--- src/rtl/mcl_arb.sv ---
// mcl_arb: round-robin EBOX memory-control arbiter/sequencer.
// Optional WAIT timeout abort: define MCL_ARB_TIMEOUT_EN.
module mcl_arb #(
  parameter int NCH       = 4,
  parameter int RETRY_MAX = 7,
  parameter int TIMEOUT   = 255
) (
  input  logic           clk,
  input  logic           reset,
  input  logic [NCH-1:0] reqValid,
  input  logic [NCH-1:0] reqPublic,
  input  logic [NCH-1:0] reqIot,
  input  logic           cshEBOXT0,
  input  logic           cshEBOXRetry,
  input  logic           mboxRespIn,
  input  logic           pfEBOXHandle,
  input  logic           pfRelease,
  output logic [NCH-1:0] grant,
  output logic           eboxReqIn,
  output logic           mboxXfer,
  output logic           pfHold,
  output logic           ptPublic,
  output logic [NCH-1:0] done,
  output logic [NCH-1:0] pageFail,
  output logic [NCH-1:0] abort,
  output logic           busy
);

  localparam int PW = (NCH > 1) ? $clog2(NCH) : 1;

  typedef enum logic [2:0] {
    S_IDLE,
    S_REQ,
    S_WAIT,
    S_RETRY,
    S_PFHOLD
  } state_t;

  state_t             r_state;
  logic [PW-1:0]      r_rrPtr;
  logic [3:0]         r_retryCnt;

  logic [2*NCH-1:0]   w_dbl;
  logic [PW-1:0]      w_off;
  logic [PW:0]        w_sum;
  logic [PW-1:0]      w_pick;
  logic [PW-1:0]      w_nextPtr;
  logic [3:0]         w_retryInc;

`ifdef MCL_ARB_TIMEOUT_EN
  localparam int TW = $clog2(TIMEOUT + 1);
  logic [TW-1:0]      r_waitCnt;
`else
  logic               w_unusedTimeout;
  assign w_unusedTimeout = |TIMEOUT;
`endif

  // Rotate requests so bit 0 is the channel at rrPtr.
  assign w_dbl = {reqValid, reqValid} >> r_rrPtr;

  // Offset of the first pending channel at/after rrPtr.
  always_comb begin
    w_off = '0;
    for (int i = NCH - 1; i >= 0; i--) begin
      if (w_dbl[i]) w_off = PW'(i);
    end
  end

  assign w_sum = {1'b0, r_rrPtr} + {1'b0, w_off};
  assign w_pick = (w_sum >= (PW+1)'(NCH))
                ? PW'(w_sum - (PW+1)'(NCH))
                : w_sum[PW-1:0];
  assign w_nextPtr = (w_pick == PW'(NCH - 1))
                   ? '0
                   : w_pick + 1'b1;
  assign w_retryInc = r_retryCnt + 4'd1;

  // Transfer sequencer; every output is a register.
  always_ff @(posedge clk or posedge reset) begin
    if (reset) begin
      r_state    <= S_IDLE;
      r_rrPtr    <= '0;
      r_retryCnt <= '0;
      grant      <= '0;
      eboxReqIn  <= 1'b0;
      mboxXfer   <= 1'b0;
      pfHold     <= 1'b0;
      ptPublic   <= 1'b0;
      done       <= '0;
      pageFail   <= '0;
      abort      <= '0;
      busy       <= 1'b0;
`ifdef MCL_ARB_TIMEOUT_EN
      r_waitCnt  <= '0;
`endif
    end else begin
      mboxXfer <= 1'b0;
      done     <= '0;
      pageFail <= '0;
      abort    <= '0;
      unique case (r_state)
        S_IDLE: begin
          if (|reqValid) begin
            r_state    <= S_REQ;
            grant      <= NCH'(1) << w_pick;
            r_rrPtr    <= w_nextPtr;
            ptPublic   <= reqPublic[w_pick] &
                          ~reqIot[w_pick];
            r_retryCnt <= '0;
            eboxReqIn  <= 1'b1;
            busy       <= 1'b1;
          end
        end
        S_REQ: begin
          if (cshEBOXRetry) begin
            r_state   <= S_RETRY;
            eboxReqIn <= 1'b0;
          end else if (cshEBOXT0) begin
            eboxReqIn <= 1'b0;
            if (mboxRespIn) begin
              r_state  <= S_IDLE;
              mboxXfer <= 1'b1;
              done     <= grant;
              grant    <= '0;
              busy     <= 1'b0;
            end else begin
              r_state <= S_WAIT;
`ifdef MCL_ARB_TIMEOUT_EN
              r_waitCnt <= '0;
`endif
            end
          end
        end
        S_RETRY: begin
          r_retryCnt <= w_retryInc;
          if (w_retryInc == 4'(RETRY_MAX)) begin
            r_state <= S_IDLE;
            abort   <= grant;
            grant   <= '0;
            busy    <= 1'b0;
          end else begin
            r_state   <= S_REQ;
            eboxReqIn <= 1'b1;
          end
        end
        S_WAIT: begin
          if (pfEBOXHandle) begin
            r_state  <= S_PFHOLD;
            pageFail <= grant;
            pfHold   <= 1'b1;
          end else if (mboxRespIn) begin
            r_state  <= S_IDLE;
            mboxXfer <= 1'b1;
            done     <= grant;
            grant    <= '0;
            busy     <= 1'b0;
          end
`ifdef MCL_ARB_TIMEOUT_EN
          else if (r_waitCnt == TW'(TIMEOUT - 1)) begin
            r_state <= S_IDLE;
            abort   <= grant;
            grant   <= '0;
            busy    <= 1'b0;
          end else begin
            r_waitCnt <= r_waitCnt + 1'b1;
          end
`endif
        end
        S_PFHOLD: begin
          if (pfRelease) begin
            r_state <= S_IDLE;
            pfHold  <= 1'b0;
            grant   <= '0;
            busy    <= 1'b0;
          end
        end
        default: r_state <= S_IDLE;
      endcase
    end
  end

endmodule

--- config.mk ---
export PLATFORM = sky130hd
export DESIGN_NAME = mcl_arb
export DESIGN_NICKNAME = d
export VERILOG_FILES = /design/src/rtl/mcl_arb.sv
export SDC_FILE = /design/constraint.sdc
export NUM_CORES = 1
export LEC_CHECK = 0
export ABC_AREA = 1
export BUFFER_PORTS_ARGS = -buffer_cell sky130_fd_sc_hd__buf_2
export CAP_MARGIN = 20
export CORE_MARGIN = 4
export CORE_UTILIZATION = 35
export CTS_BUF_LIST = sky130_fd_sc_hd__clkbuf_4
export DETAILED_ROUTE_END_ITERATION = 10
export GPL_TIMING_DRIVEN = 0
export HOLD_SLACK_MARGIN = 0.1
export SYNTH_ARGS = -nofsm -noshare
export SYNTH_HDL_FRONTEND = slang
export SYNTH_SLANG_ARGS = --single-unit
--- constraint.sdc ---
create_clock -name clk -period 4.17 [get_ports clk]
set_input_delay 0.6255 -clock clk [delete_from_list [all_inputs] [get_ports clk]]
set_output_delay 0.6255 -clock clk [all_outputs]
set_load 0.01 [all_outputs]
==> results of run 1 <==
## stage by stage
stage	util (%)	hold WS, ns	cell area [um2]
3_3_place_gp	43.60	0.4572	1807
4_1_cts	46.26	0.3769	1917
6_report	46.26	0.3669	1917
5_1_grt	46.26	0.4037	1917
3_5_place_dp	44.26	0.4616	1834
2_1_floorplan	-	0.4974	1549
## power breakdown
part / internal (W) / switching [W] / total, W
clock: 0.000140 / 0.0000957 / 0.000236
sequential: 0.000361 / 0.0000569 / 0.000418
combinational: 0.000251 / 0.000429 / 0.000680
total: 0.000753 / 0.000582 / 0.00133
## worst min-delay path by stage
stage,start,end,slack (ns),cells after the start
5_1_grt,reset,grant[3]$_DFFE_PP0P_,0.40,2
3_5_place_dp,busy$_DFFE_PP0P_,busy$_DFFE_PP0P_,0.46,2
2_1_floorplan,r_retryCnt[3]$_DFFE_PP0P_,r_retryCnt[3]$_DFFE_PP0P_,0.50,2
6_report,reset,grant[3]$_DFFE_PP0P_,0.37,2
3_3_place_gp,busy$_DFFE_PP0P_,busy$_DFFE_PP0P_,0.46,2
4_1_cts,reset,grant[3]$_DFFE_PP0P_,0.38,2
## cell usage after synthesis
cell type   n  area [um2]
nand2_4     3       33.78
nand3_1    22       110.1
buf_4       1       7.510
nor3_2      2       20.02
dfrtp_1    30       750.7
o21ai_0     7       35.03
xor2_1      3       26.28
nor2_1     23       86.33
nor2_2      2       12.51
o22ai_1     1       6.260
a21o_1      1       7.510
nand3_2     2       20.02
clkinv_1    1       3.750
a21oi_1     1       5.000
nand4_2     1       12.51
nand2_2     3       18.77
ha_1        5       62.56
o21ai_1     4       20.02
a21boi_0    1       7.510
inv_2       5       18.77
inv_1      17       63.81
o21ai_2     1       8.760
nand2_1    48       180.2
buf_2       1       5.000
a32oi_1     1       8.760
nand4_1     1       6.260
nor2_4      1       11.26
## worst max-delay path: stages (launching register included)
cell and delay (ns):
dfrtp_1 0.51, inv_2 0.09, nand2_1 0.08, nand3_1 0.07
nand2_1 0.08, nand3_1 0.06, a21boi_0 0.26, ha_1 0.22
xor2_1 0.27, inv_1 0.09, nand3_2 0.12, nand2_4 0.07
ha_1 0.27, o21ai_0 0.15
## layout make-up
type | instances | area [um2] | area share (%)
plain buffers | 2 | 12.51 | 0.6527
clock buffers | 7 | 52.55 | 2.742
clock inverters | 1 | 30.03 | 1.567
inverters | 23 | 86.33 | 4.504
multi-input cells | 133 | 699.4 | 36.49
flip-flops and latches | 30 | 750.7 | 39.16
well taps | 50 | 62.56 | 3.264
repair buffers | 40 | 222.7 | 11.62
## flip-flops by register name (all words and copies together) (netlist names), 2 cells and up
| signal | cells |
|---|---|
| abort | 4 |
| done | 4 |
| grant | 4 |
| pageFail | 4 |
| r_retryCnt | 4 |
| r_rrPtr | 2 |
| r_state | 3 |
## layer usage
layer  up-vias  track usage [%]  share of wire [%]
li1        693                -                  -
met1       575            15.71                 47
met2        44            19.61                 42
met3         7            4.459                9.2
met4         0            4.743                1.5
met5         -                0                  0
## logic make-up (layout without fill, tap and decap cells)
kind of cell	Yosys count	in the layout	share of synthesized area [%]
AOI/OAI and AO/OA	17	17	6.382
xor gates and xnor gates	3	3	1.697
adders and majority gates	5	5	4.039
buffers and inverters	25	73	6.381
DFF	30	30	48.47
and+or+nand+nor	108	108	33.04
==> impl_metrics.ini, run 1 <==
[clocking]
cts_tree = done
numCtsBuffers = 5
cts_sinks = 30
cts_setup_buffers = 0
hold_buffers = 0
cts_max_path_buffers = 2
path_clk_slew_ns = 0.09
htreeDepth = 2
cts_root_buf = clkbuf_4
clock_latency_ns = 0.32
cts_resized = 0

[pwr]
power_w = 0.001334
power.leakage_nw = 1.076
peakVddDrop_mv = 0.2780
power_density_nw_per_um2 = 696.2

[placement]
dp_cells = 278
dp.final_hpwl_um = 2448
gp_congestion = 0.7913
portBuffers = 39
place_ws_ns = 1.591

[final_layout]
fillers = 410
diodes = 0
mostFrequentLayoutCells = nand2_1, buf_2, dfrtp_1
stdcell_count = 286
syn_to_final_growth_pct = 23.75
drive_gt1_share_pct = 29.66
final_common_cell = nand2_1
nets = 259

[floorplanning]
die_h_um = 74.53
num_rows = 23
die_area_um2 = 5554
ios = 40
die_w_um = 74.53
start_util_pct = 37.38
core_area_um2 = 4144

[drt]
drtPass1Iterations = 4
routedWlPerCell_um = 10.81
antenna_left = 0
drc = 0
drt_iter0_markers = 103
postRouteWirelength_um = 3091
vias = 1319
via_per_inst = 4.612

[sta]
setup_viol_count_final = 0
slew_headroom_pct = 58.25
skew_ns = 0.006931
report.final.slew_viol_count = 0
period_needed_ns = 2.412
max_clock_freq_mhz = 414.5
tightest_slew_ns = 0.6256
tns_ns = 0
period_share_pct = 57.85
rsz0062_at_grt = no
hold_viol = 0
fin_ws_ns = 1.758

[critical_path]
rrSetupSlack_ns = 1.76
r2r-end = r_rrPtr[1]$_DFFE_PP0P_
cp_data_arrival_time_ns = 2.67
start_kind = flip-flop
critPathMaxFanout = 8
crit_end = r_rrPtr[1]$_DFFE_PP0P_
critPathKind = reg2reg
critical_path_required_ns = 4.42
reg2reg_depth = 13
r2r-start = r_rrPtr[0]$_DFFE_PP0P_
crit_start = r_rrPtr[0]$_DFFE_PP0P_
end_kind = flip-flop

[global_routing]
grt_usage_pct = 12.47
grt_overflow = 0
grt_max_degree = 17
antenna_found_initial = 0
first_global_vias = 1220
grt_pass1_wl_um = 5326

[logic_synthesis]
synthCells = 188
yosysUniqueCellTypes = 27
yosysWarnings = 0
syn_avg_cell_area_um2 = 8.239
syn-num-nets = 212
yosys_register_bits = 30
syn-cell-area_um2 = 1549
yosysSeqAreaShare_pct = 48.47

[run]
maxCapViolCount = 0

[status]
status = finished, final reports clean

[min_path]
hp-class = in2async
Power figures use the tool's default switching activity.
==> run 2, diff against run 1 <==
==> constraint.sdc (replaced) <==
create_clock -name clk -period 2.41 [get_ports clk]
set_input_delay 0.3615 -clock clk [delete_from_list [all_inputs] [get_ports clk]]
set_output_delay 0.3615 -clock clk [all_outputs]
set_load 0.01 [all_outputs]
==> run 2 against run 1 <==
  * Total power rose by 77%
  * Setup slack got worse by 1.6 ns
  * Critical path depth is the same
  * Hold slack got worse by 0.27 ns
  * Non-clock buffer count rose by 1
  * Die area is the same
  * Global-route usage unchanged
  * Sequential cell count did not move
  * Clock power is 73% higher
  * Critical path type unchanged
==> impl_metrics.ini, run 2 (synthesized netlist as in run 1, its figures left out) <==
[drt]
antenna_left = 0
drc = 0
drt_iter0_markers = 107
via_per_inst = 4.659
drtPass1Iterations = 4
routedWlPerCell_um = 10.93
postRouteWirelength_um = 3137
vias = 1337

[clocking]
htreeDepth = 2
cts_max_path_buffers = 2
cts_root_buf = clkbuf_4
numCtsBuffers = 5
clock_latency_ns = 0.32
cts_sinks = 30
path_clk_slew_ns = 0.09
hold_buffers = 0
cts_tree = done

[global_routing]
grt_usage_pct = 12.47
first_global_vias = 1220
grt_max_degree = 17
antenna_found_initial = 0
grt_pass1_wl_um = 5326
grt_overflow = 0

[sta]
period_needed_ns = 2.212
report.final.slew_viol_count = 0
setup_viol_count_final = 0
tightest_slew_ns = 0.6254
slew_headroom_pct = 58.26
period_share_pct = 91.78
max_clock_freq_mhz = 452.1
hold_viol = 0
rsz0062_at_grt = no
timing.hold.ws_ns = 0.1011
skew_ns = 0.007157
fin_ws_ns = 0.1980

[critical_path]
r2r-start = r_rrPtr[1]$_DFFE_PP0P_
end_kind = flip-flop
r2r-end = r_rrPtr[1]$_DFFE_PP0P_
critical_path_required_ns = 2.66
critPathKind = reg2reg
rrSetupSlack_ns = 0.20
critPathMaxFanout = 7
reg2reg_depth = 13
start_kind = flip-flop
cp_data_arrival_time_ns = 2.47

[status]
status = finished, final reports clean

[pwr]
power_w = 0.002358
peakVddDrop_mv = 0.5315
power_density_nw_per_um2 = 1220
power.leakage_nw = 1.082

[floorplanning]
die_h_um = 74.53
start_util_pct = 37.38
core_area_um2 = 4144
ios = 40
num_rows = 23
die_w_um = 74.53
die_area_um2 = 5554

[placement]
portBuffers = 39
place_ws_ns = 0.007307
dp.final_hpwl_um = 2448
gp_congestion = 0.7913

[final_layout]
final_common_cell = nand2_1
drive_gt1_share_pct = 30.80
diodes = 0
syn_to_final_growth_pct = 24.80
mostFrequentLayoutCells = nand2_1, buf_2, dfrtp_1
fin_util_pct = 46.65
nets = 260

[min_path]
hp-class = in2async

[run]
maxCapViolCount = 0
## run 2: worst max-delay path by stage
stage                                start                     end  cells after the start
finish              r_rrPtr[1]$_DFFE_PP0P_  r_rrPtr[1]$_DFFE_PP0P_                     13
global route        r_rrPtr[1]$_DFFE_PP0P_  r_rrPtr[1]$_DFFE_PP0P_                     13
CTS                 r_rrPtr[1]$_DFFE_PP0P_  r_rrPtr[1]$_DFFE_PP0P_                     13
detailed placement  r_rrPtr[0]$_DFFE_PP0P_  r_rrPtr[1]$_DFFE_PP0P_                     13
global placement    r_rrPtr[0]$_DFFE_PP0P_  r_rrPtr[1]$_DFFE_PP0P_                     13
floorplan           r_rrPtr[1]$_DFFE_PP0P_  r_rrPtr[1]$_DFFE_PP0P_                     13
## run 2: where the power goes
part	switching (W)	total, W	internal [W]
combinational	0.000763	0.00122	0.000462
clock	0.000166	0.000408	0.000242
sequential	0.0000988	0.000726	0.000627
total	0.00103	0.00236	0.00133
## run 2: area by class of cell
class	count	area [um2]
timing repair buffer	41	230.2
fill	410	2211
tap	50	62.56
multi-input combinational	133	706.9
inverter	23	86.33
clock buffer	7	52.55
sequential	30	752.0
clock inverter	1	30.03
buffer	2	12.51
## run 2: repair_timing
| action | CTS | global route |
|---|---|---|
| buffers inserted | 0 | 1 |
| gates resized for setup | 1 | 2 |
| hold endpoints to repair | 0 | 0 |
| pin swaps | 0 | 1 |
| setup endpoints to repair | 1 | 2 |
## run 2: routing by layer
layer	GRT usage, %	vias to the layer above	part of all wire (%)
met2	19.61	51	42
met3	4.459	7	9.4
met4	4.743	0	1.4
met1	15.71	583	47
li1	-	696	-
met5	0	-	0
## run 2: critical path: stages (launching register included)
cell	delay, ns
dfrtp_1	0.37
buf_4	0.16
inv_1	0.11
nand3_1	0.09
nand2_1	0.08
nand3_1	0.07
a21boi_1	0.19
ha_1	0.23
xor2_2	0.16
inv_1	0.07
nand3_2	0.11
nand2_4	0.07
ha_1	0.27
o21ai_0	0.15
## run 2: through the flow
stage	cells	TNS [ns]	instance area [um2]
detailed placement	278	0	1834
global placement	277	-0.01403	1807
floorplan	188	0	1549
CTS	286	0	1918
finish	287	0	1933
global route	287	0	1933
